### src/rtl/ds_packet_sender.sv
// Data-stream packet sender: buffers fabric words in a show-ahead FIFO and frames
// them into SOP/EOP packets sent round-robin to a list of NAP destinations.
module ds_packet_sender #(
    parameter int DATA_WIDTH = 256,
    parameter int ADDR_WIDTH = 4,
    parameter int IN_WIDTH   = 32,
    parameter int FIFO_DEPTH = 16,
    parameter int PKT_BEATS  = 4,
    parameter int NUM_DEST   = 2,
    parameter int TIMEOUT    = 64
) (
    input  logic                           clk,
    input  logic                           resetn,
    input  logic [NUM_DEST*ADDR_WIDTH-1:0] dest_list,
    input  logic                           in_valid,
    output logic                           in_ready,
    input  logic [IN_WIDTH-1:0]            in_data,
    output logic                           ds_valid,
    input  logic                           ds_ready,
    output logic                           ds_sop,
    output logic                           ds_eop,
    output logic [ADDR_WIDTH-1:0]          ds_addr,
    output logic [DATA_WIDTH-1:0]          ds_data,
    output logic [31:0]                    pkt_count,
    output logic [$clog2(FIFO_DEPTH):0]    fifo_level
);
    localparam int PW = (FIFO_DEPTH > 1) ? $clog2(FIFO_DEPTH) : 1;
    localparam int LW = $clog2(FIFO_DEPTH) + 1;
    localparam int DW = (NUM_DEST > 1) ? $clog2(NUM_DEST) : 1;
    localparam int TW = (TIMEOUT > 0) ? $clog2(TIMEOUT + 1) : 1;

    localparam logic [LW-1:0] DEPTH_L     = LW'(FIFO_DEPTH);
    localparam logic [LW-1:0] BEATS_L     = LW'(PKT_BEATS);
    localparam logic [TW-1:0] TIMEOUT_L   = TW'(TIMEOUT);
    localparam logic [DW-1:0] LAST_DEST_L = DW'(NUM_DEST - 1);
    localparam logic          TMO_EN      = (TIMEOUT != 0);

    typedef enum logic [0:0] {
        ST_IDLE = 1'b0,
        ST_SEND = 1'b1
    } state_t;

    state_t                  state_r;
    logic [IN_WIDTH-1:0]     mem_r [FIFO_DEPTH];
    logic [PW-1:0]           wr_ptr_r;
    logic [PW-1:0]           rd_ptr_r;
    logic [LW-1:0]           level_r;
    logic [LW-1:0]           len_r;
    logic [LW-1:0]           beat_r;
    logic [DW-1:0]           dest_idx_r;
    logic [TW-1:0]           idle_cnt_r;
    logic [31:0]             pkt_count_r;
    logic                    ds_valid_r;
    logic                    ds_sop_r;
    logic                    ds_eop_r;
    logic [ADDR_WIDTH-1:0]   ds_addr_r;
    logic [DATA_WIDTH-1:0]   ds_data_r;

    logic                    in_ready_s;
    logic                    push_s;
    logic                    pop_s;
    logic                    start_full_s;
    logic                    start_tmo_s;
    logic                    start_s;
    logic [LW-1:0]           start_len_s;
    logic [IN_WIDTH-1:0]     head_s;
    logic [IN_WIDTH-1:0]     next_word_s;
    logic [ADDR_WIDTH-1:0]   dest_arr_s [NUM_DEST];

    function automatic logic [PW-1:0] ptr_inc(input logic [PW-1:0] p);
        if (p == PW'(FIFO_DEPTH - 1)) begin
            return '0;
        end else begin
            return p + PW'(1);
        end
    endfunction

    for (genvar g = 0; g < NUM_DEST; g++) begin : g_dest
        assign dest_arr_s[g] = dest_list[g*ADDR_WIDTH +: ADDR_WIDTH];
    end

    // in_ready depends only on the registered level, never on ds_ready
    assign in_ready_s   = resetn && (level_r < DEPTH_L);
    assign push_s       = in_valid && in_ready_s;
    assign pop_s        = ds_valid_r && ds_ready;
    assign head_s       = mem_r[rd_ptr_r];
    assign next_word_s  = mem_r[ptr_inc(rd_ptr_r)];

    assign start_full_s = (level_r >= BEATS_L);
    assign start_tmo_s  = TMO_EN && (level_r != '0) && (idle_cnt_r == TIMEOUT_L);
    assign start_s      = start_full_s || start_tmo_s;
    assign start_len_s  = start_full_s ? BEATS_L : level_r;

    // FIFO storage, written on every accepted input word
    always_ff @(posedge clk) begin
        if (push_s) begin
            mem_r[wr_ptr_r] <= in_data;
        end
    end

    // FIFO pointers and occupancy
    always_ff @(posedge clk) begin
        if (!resetn) begin
            wr_ptr_r <= '0;
            rd_ptr_r <= '0;
            level_r  <= '0;
        end else begin
            if (push_s) begin
                wr_ptr_r <= ptr_inc(wr_ptr_r);
            end
            if (pop_s) begin
                rd_ptr_r <= ptr_inc(rd_ptr_r);
            end
            case ({push_s, pop_s})
                2'b10:   level_r <= level_r + LW'(1);
                2'b01:   level_r <= level_r - LW'(1);
                default: level_r <= level_r;
            endcase
        end
    end

    // Idle timer for short-packet flush; held at zero outside IDLE
    always_ff @(posedge clk) begin
        if (!resetn) begin
            idle_cnt_r <= '0;
        end else if (push_s || (state_r != ST_IDLE)) begin
            idle_cnt_r <= '0;
        end else if ((level_r != '0) && (level_r < BEATS_L) && (idle_cnt_r != TIMEOUT_L)) begin
            idle_cnt_r <= idle_cnt_r + TW'(1);
        end else begin
            idle_cnt_r <= idle_cnt_r;
        end
    end

    // Packet framing FSM with registered data-stream outputs
    always_ff @(posedge clk) begin
        if (!resetn) begin
            state_r     <= ST_IDLE;
            len_r       <= '0;
            beat_r      <= '0;
            dest_idx_r  <= '0;
            pkt_count_r <= 32'd0;
            ds_valid_r  <= 1'b0;
            ds_sop_r    <= 1'b0;
            ds_eop_r    <= 1'b0;
            ds_addr_r   <= '0;
            ds_data_r   <= '0;
        end else begin
            case (state_r)
                ST_IDLE: begin
                    if (start_s) begin
                        state_r    <= ST_SEND;
                        len_r      <= start_len_s;
                        beat_r     <= '0;
                        ds_valid_r <= 1'b1;
                        ds_sop_r   <= 1'b1;
                        ds_eop_r   <= (start_len_s == LW'(1));
                        ds_addr_r  <= dest_arr_s[dest_idx_r];
                        ds_data_r  <= DATA_WIDTH'(head_s);
                    end
                end
                ST_SEND: begin
                    if (pop_s) begin
                        beat_r <= beat_r + LW'(1);
                        if (ds_eop_r) begin
                            state_r     <= ST_IDLE;
                            ds_valid_r  <= 1'b0;
                            ds_sop_r    <= 1'b0;
                            ds_eop_r    <= 1'b0;
                            ds_data_r   <= '0;
                            pkt_count_r <= pkt_count_r + 32'd1;
                            dest_idx_r  <= (dest_idx_r == LAST_DEST_L) ? '0 : dest_idx_r + DW'(1);
                        end else begin
                            // next head is already resident: len never exceeds the level at start
                            ds_sop_r  <= 1'b0;
                            ds_eop_r  <= ((beat_r + LW'(2)) == len_r);
                            ds_data_r <= DATA_WIDTH'(next_word_s);
                        end
                    end
                end
                default: begin
                    state_r    <= ST_IDLE;
                    ds_valid_r <= 1'b0;
                    ds_sop_r   <= 1'b0;
                    ds_eop_r   <= 1'b0;
                end
            endcase
        end
    end

    assign in_ready   = in_ready_s;
    assign ds_valid   = ds_valid_r;
    assign ds_sop     = ds_sop_r;
    assign ds_eop     = ds_eop_r;
    assign ds_addr    = ds_addr_r;
    assign ds_data    = ds_data_r;
    assign pkt_count  = pkt_count_r;
    assign fifo_level = level_r;

endmodule

### config.mk
export PLATFORM = sky130hd
export DESIGN_NAME = ds_packet_sender
export DESIGN_NICKNAME = d
export VERILOG_FILES = /design/src/rtl/ds_packet_sender.sv
export SDC_FILE = /design/constraint.sdc
export NUM_CORES = 1
export LEC_CHECK = 0
export ABC_CLOCK_PERIOD_IN_PS = 9200
export CORE_MARGIN = 5
export CORE_UTILIZATION = 50
export DETAILED_ROUTE_END_ITERATION = 16
export PLACE_DENSITY = 0.83
export SYNTH_ARGS = -nofsm -noshare
export SYNTH_HDL_FRONTEND = slang
export SYNTH_SLANG_ARGS = --single-unit
### constraint.sdc
create_clock -name clk -period 9.2 [get_ports clk]
set_input_delay 1.38 -clock clk [delete_from_list [all_inputs] [get_ports clk]]
set_output_delay 1.38 -clock clk [all_outputs]
set_load 0.01 [all_outputs]
==> results by group <==
Outcome
  • Status: finished clean

Timing
  • Max Freq: ~210 MHz
  • Relative max-transition margin: ~5.5%
  • Final Setup Violations: 0
  • Hold WS: 0.472 ns
  • Worst Skew: 0.0375 ns
  • Fin crit share: 52.2%
  • Slew Limit Fails: 0
  • Setup TNS: 0 ns
  • RSZ-0062 raised after global routing: no
  • Worst-Margin Slew: ~1.4 ns
  • Final min period: ~4.8 ns
  • Endpoints failing hold: 0

Floorplan
  • Die area: between 60000 and 70000 um^2
  • IO Count: 345
  • Die width: ~250 um
  • Rows: 89
  • Core Area: 59100 um^2
  • Initial core utilization: 50.5%
  • Die height: around 250 um

Synthesis
  • Post-synth ARST share: 0%
  • Syn Inst Count: about 1900
  • Post-synth cell types: 70
  • Commonest cells post-synth: edfxtp_1 (512), buf_4 (243), mux4_2 (240), dfxtp_1 (107), nand2_1 (85)
  • Count leader, synth: edfxtp_1
  • Mean Syn Cell Area: 15.6 um^2
  • Yosys Warn Count: 0
  • Seq/Total Area, Yosys: 58.7%
  • EDFF count, synth: 512
  • Synth Cell Area: 29900 um^2
  • #FFs+latches synth: 619
  • Share of the synthesized area in the top cell type: 51.5%
  • Top cells by area, synth: edfxtp_1 (51%), mux4_2 (18%), dfxtp_1 (7.2%)
  • Top_reg_cell synth: edfxtp_1
  • Dominant cell type by area after synthesis: edfxtp_1

Global route
  • Grt ovf: 0
  • First-pass GRT wire length: 115 mm
  • GRT Total Usage: 23.6%
  • Largest net degree at the start of global routing: 66
  • Vias in the first global route: 18200
  • Initial antenna violation count: 4

Clock network
  • CTS tree: yes
  • H-tree depth: 2
  • Clk Latency, worst-skew pair: approximately 0.65 ns
  • Postcts setup bufs: 0
  • Number of clock sinks: 619
  • Clk root buf: clkbuf_16
  • Cts hold-fix bufs: 0
  • Clock Path Buffers: 3
  • CTS buffer count: 59
  • Worst-path clk slew: 0.06 ns
  • CTS resizes: 0

Setup path
  • Reg2reg path depth: 8
  • Crit path DAT: 5.07 ns
  • CP dominant cell by count: buf_4
  • Worst Setup Start Kind: primary input
  • Worst Setup Path Type: in2reg
  • CP endpoint: mem_r[1][20]
  • Crit. Startpoint: resetn
  • CP Capture Type: flop
  • R2R Setup Slk: roughly 5.3 ns
  • Crit-path slowest cell: nor3_2
  • Reg-to-Reg End: ds_data[6]
  • CP peak stage delay: 1.02 ns
  • Required time worst endpoint: 9.46 ns
  • R2R Path Start: rd_ptr_r[0]
  • CP Max Fanout: 27
  • Cell chain of the critical path: clkdlybuf4s50_1 -> buf_4 -> inv_2 -> nor2_1 -> and2_1 -> nand2_1 -> nor3_2 -> buf_4

Finish
  • Multi-input gate area: 11000 um^2
  • N_diodes: 0
  • Seq. cell area: approximately 18000 um^2
  • Fill count: 4382
  • Nets@finish: just over 2000
  • Non-Filler Instances: 2839
  • Area growth syn-to-layout: 10.6%
  • Layout cells sized above 1: 20.4%

Pwr
  • Clk pwr share: 38.1%
  • Combinational power share: 13.2%
  • P_leak: between 10 and 15 nW
  • Worst IR drop on VDD: 0.177 mV
  • Sequential share of power: 48.7%
  • Net Sw Frac: 25.4%
  • Switching pwr: roughly 0.0016 W
  • Cell Pwr Density: ~200 nW/um^2
  • Internal power: between 0.004 and 0.005 W
  • Pwr Total: 0.00649 W

Detailed routing
  • Vias: 18100
  • Met3 routed WL: 9.72 mm
  • Routed WL per cell: 27.6 um
  • DRC violations left: 0
  • Post-DRT Antenna Nets: 0
  • Met1 WL: 26.3 mm
  • Metal2 WL: between 30 and 40 mm
  • Highest routed layer: met5
  • First-pass DRT Iterations: 5
  • Vias per std cell: 6.38
  • Drt initial violations: 2119
  • Drt total wl: 78.3 mm

Place
  • HPWL after detailed placement: 46.1 mm
  • Placed Cells: 2727
  • GP Congestion: 0.846
  • IO Port Bufs: 120

Worst hold path
  • Hold Path Class: reg2reg

Job
  • Max-Cap Viols: 0
## registers in the layout, summed over array words and instances, names as in the netlist, named ones only
name and count:
len_r 5, ds_addr 4, ds_eop 1, idle_cnt_r 7
fifo_level 5, wr_ptr_r 4, state_r 1, dest_idx_r 1
ds_valid 1, ds_sop 1, pkt_count 32, rd_ptr_r 4
beat_r 5, ds_data 32, mem_r 512
## stage by stage
step / area [um^2] / setup WS [ns] / util [%]
3_3_place_gp: 31000 / 3.96 / 52.5
5_1_grt: 33000 / 4.21 / 55.8
4_1_cts: 33000 / 4.42 / 55.8
2_1_floorplan: 30700 / 4.17 / -
6_report: 33000 / 4.40 / 55.8
3_5_place_dp: 31000 / 3.80 / 52.5
## critical path, delay by kind of cell
family | cells | cell delay (ns)
AND/OR/NAND/NOR | 4 | 1.99
buffers and inverters | 4 | 1.62
## layout by cell type, fill, tap and decap left out, types with 11 or more instances in the layout
cell | netlist | routed
nor2_1 | 83 | 70
a22oi_1 | 16 | 16
mux4_2 | 240 | 240
a21oi_1 | 53 | 53
nor2_4 | 0 | 13
nand2_1 | 85 | 85
clkbuf_16 | 0 | 60
o21ai_1 | 14 | 13
clkdlybuf4s50_1 | 0 | 120
a31oi_1 | 13 | 12
o22a_1 | 17 | 17
conb_1 | 1 | 224
nor3_1 | 24 | 20
o221ai_1 | 25 | 25
dfxtp_1 | 107 | 103
edfxtp_1 | 512 | 512
buf_4 | 243 | 42
xnor2_1 | 21 | 20
xor2_1 | 30 | 30
o21ai_0 | 40 | 40
inv_1 | 12 | 12
clkinv_2 | 0 | 11
ha_1 | 14 | 13
mux2i_1 | 56 | 56
o22ai_1 | 38 | 38
nand3_1 | 23 | 23
## worst min path at each step
| stage | start | to | cells past startpoint |
|---|---|---|---|
| finish | len_r[1] | len_r[1] | 2 |
| global route | len_r[1] | len_r[1] | 2 |
| CTS | len_r[1] | len_r[1] | 2 |
| detailed placement | len_r[1] | len_r[1] | 2 |
| global placement | len_r[1] | len_r[1] | 2 |
| floorplan | len_r[1] | len_r[1] | 2 |
## layout make-up
type                       count  area share, %
inverter                      13          0.148
timing repair buffer         162           4.59
sequential                   619           53.1
multi-input combinational   1160           33.2
tap                          773           2.93
clock inverter                39           1.16
clock buffer                  73           4.85
## power groups by stage
stage | sequential (W) | clock, W | combinational, W
finish | 0.00316 | 0.00247 | 0.000856
detailed placement | 0.00322 | 0 | 0.000838
global route | 0.00317 | 0.00262 | 0.000908
floorplan | 0.00319 | 0 | 0.000634
global placement | 0.00322 | 0 | 0.000816
CTS | 0.00316 | 0.00249 | 0.000846
## cells by family after synthesis
kind of cell | share of synthesized area (%)
and+or+nand+nor | 4.61
buffers and inverters | 7.92
xor gates and xnor gates | 1.50
AOI/OAI and AO/OA | 6.42
other | 0.0126
adders and majority gates | 0.587
DFF | 58.7
muxes | 20.3
## routing by layer
metal	GRT usage (%)	vias up
met4	9.67	6
met5	0	-
li1	-	7365
met1	29.8	9034
met2	39.6	1406
met3	5.45	299
(Power assumes the default switching activity.)
==> RTL change, RTL diff (config.mk and constraints unchanged) <==
`NUM_DEST`: 2 -> 1.
--- a/src/rtl/ds_packet_sender.sv
+++ b/src/rtl/ds_packet_sender.sv
@@ -6,7 +6,7 @@
     parameter int IN_WIDTH   = 32,
     parameter int FIFO_DEPTH = 16,
     parameter int PKT_BEATS  = 4,
-    parameter int NUM_DEST   = 2,
+    parameter int NUM_DEST   = 1,
     parameter int TIMEOUT    = 64
 ) (
     input  logic                           clk,
Ports: changed (resized dest_list); port bits go from 345 to 341. No check against the original RTL was run, so the function may have changed too.
==> RTL change against the unedited design <==
  * Synthesized cell count increased by 0.31%
  * Sequential cell count shrank 1
  * Wire length down 0.13%
  * Setup slack improved by 480 ps
  * Clock skew rose by 15 ps
  * Synthesized area decreased by 0.61%
  * Final area shrank 0.51%
  * Largest cell class unchanged
Power is not compared: it rests on default switching activity, and its combinational part moved more than twofold at a synthesized area within 25%.
==> RTL change: results (changes against the unedited design) <==
DRT Pass-1 Iters -> 6 (was 5)
IO Port Bufs -> 116 (was 120)
Routed wire per std cell -> 27.4 um (was 27.6 um)
Worst-margin pin slew -> 1390 ps (was 1420 ps)
Final nets -> 2,070 (was 2,073)
Fraction of synthesized cell area in xor and xnor cells -> 0.0153 (was 0.0150)
Largest register FFs -> 512 (unchanged)
FFs w/ async S/R, synth -> 0 (unchanged)
Initial antenna violation count -> 7 (was 4)
Detail Placement HPWL -> 44,100 um (was 46,100 um)
Post-synth top cells -> 512 x edfxtp_1, 235 x mux4_2, 231 x buf_4 (was 512 x edfxtp_1, 243 x buf_4, 240 x mux4_2)
Dpl ws -> 4830 ps (was 3800 ps)
Hold Path Origin -> ds_addr[3] (was len_r[1])
Critical path peak fanout -> 14 (was 27)
Clk_lat worst skew -> 660 ps
Register area share after synthesis -> 0.590 (was 0.587)
Placed Cells -> 2,726 (was 2,727)
Ranking of synthesized cells by area -> edfxtp_1 52%, mux4_2 18%, dfxtp_1 7.1% (was edfxtp_1 51%, mux4_2 18%, dfxtp_1 7.2%)
Setup Skew -> 52.7 ps (was 37.5 ps)
Worst reg2reg path depth -> 6 (was 8)
HP Class -> reg -> reg (unchanged)
Total Routing Usage GR -> 0.235 (was 0.236)
WHS Endpoint -> ds_addr[3] (was len_r[1])
Vias per cell -> 6.36 (was 6.38)
CTS-repair resized insts -> 0 (unchanged)
Mux share of post-synthesis cell area -> 0.200 (was 0.203)
Share of cells above drive strength 1 -> 0.193 (was 0.204)
Largest net degree at the start of global routing -> 120 (was 66)
FF-to-FF End -> ds_data[26] (was ds_data[6])
Finished Layout Cells -> 2,852 (was 2,839)
First-pass GRT wire length -> 113,000 um (was 115,000 um)
Count of cell types in the netlist -> 63 (was 70)
Synth Area in Compound Gates -> 0.0594 (was 0.0642)
Critical Path Max Stage Delay -> 1310 ps (was 1020 ps)
Routability cong. -> 0.798 (was 0.846)
Final hold slack -> 465 ps (was 472 ps)
Vias in the first global route -> 18.4k (was 18.2k)
Slowest stage cell on the critical path -> nor2_1 (was nor3_2)
Worst Path Arrival -> 4900 ps (was 5070 ps)
1st-iter DRT viols -> 2,298 (was 2,119)
Total CTS buffers -> 61 (was 59)
Adder-Cell Fraction of Synth Area -> 0.00590 (was 0.00587)
RR Startpoint -> rd_ptr_r[1] (was rd_ptr_r[0])
R2R Setup Slk -> 4880 ps (was 5290 ps)
Status -> complete, no violations (unchanged)
## RTL change: changes by cell type in the layout (fill, tap and decap cells not counted), moves of 13 or more
cell / delta
a22oi_1: +18
nor2_1: -24
and2_1: +25
nand2_1: +13
clkbuf_1: +17
a21boi_0: +14
## RTL change: layout make-up
type	instances	area, um^2	share of cell area
diodes	10	25.0	0.000762
clock buffers	95	1760	0.0534
clock inverters	21	236	0.00720
inverters	14	52.6	0.00160
multi-input cells	1173	10900	0.332
flip-flops and latches	618	17500	0.533
well taps	773	967	0.0294
repair buffers	148	1410	0.0429
## RTL change: worst max-delay path by stage
stage,from,to,slack (ps),depth (start not counted)
finish,rd_ptr_r[1],ds_data[26],4880,6
global route,rd_ptr_r[2],ds_data[27],4950,5
CTS,resetn,in_ready,5030,3
detailed placement,resetn,fifo_level[4],4830,12
global placement,resetn,fifo_level[4],4880,13
floorplan,resetn,mem_r[3][0],4360,5
## RTL change: logic make-up after synthesis
family,Yosys count
compound gates,264
simple gates,322
mux,298
other cells,1
fa+ha+maj,14
xor+xnor,51
buf+inv,354
flops,618
## RTL change: power groups by stage
stage | Clock, mW | Sequential [mW] | Combinational [mW]
after floorplan | 0 | 3.12 | 0.175
after global placement | 0 | 3.12 | 0.172
after detailed placement | 0 | 3.12 | 0.178
after CTS | 2.49 | 3.06 | 0.180
after global routing | 2.62 | 3.06 | 0.200
final | 2.47 | 3.06 | 0.185
## RTL change: worst min-delay path: cells and delay by family, from the launching register on
family             cells  cell delay, ps
AOI/OAI and AO/OA      1              60
and+or+nand+nor        1              40
DFF                    1             310
## RTL change: per-layer routing
metal,GRT usage,share of wire,vias up
met5,0,0,-
met4,0.0983,0.045,0
met3,0.0647,0.13,285
met2,0.395,0.49,1457
met1,0.289,0.33,9038
li1,-,-,7353
## RTL change: per-stage QoR
step,util,total power [mW]
floorplan,-,3.29
global placement,0.523,3.29
detailed placement,0.523,3.30
CTS,0.557,5.73
global route,0.557,5.88
finish,0.558,5.72
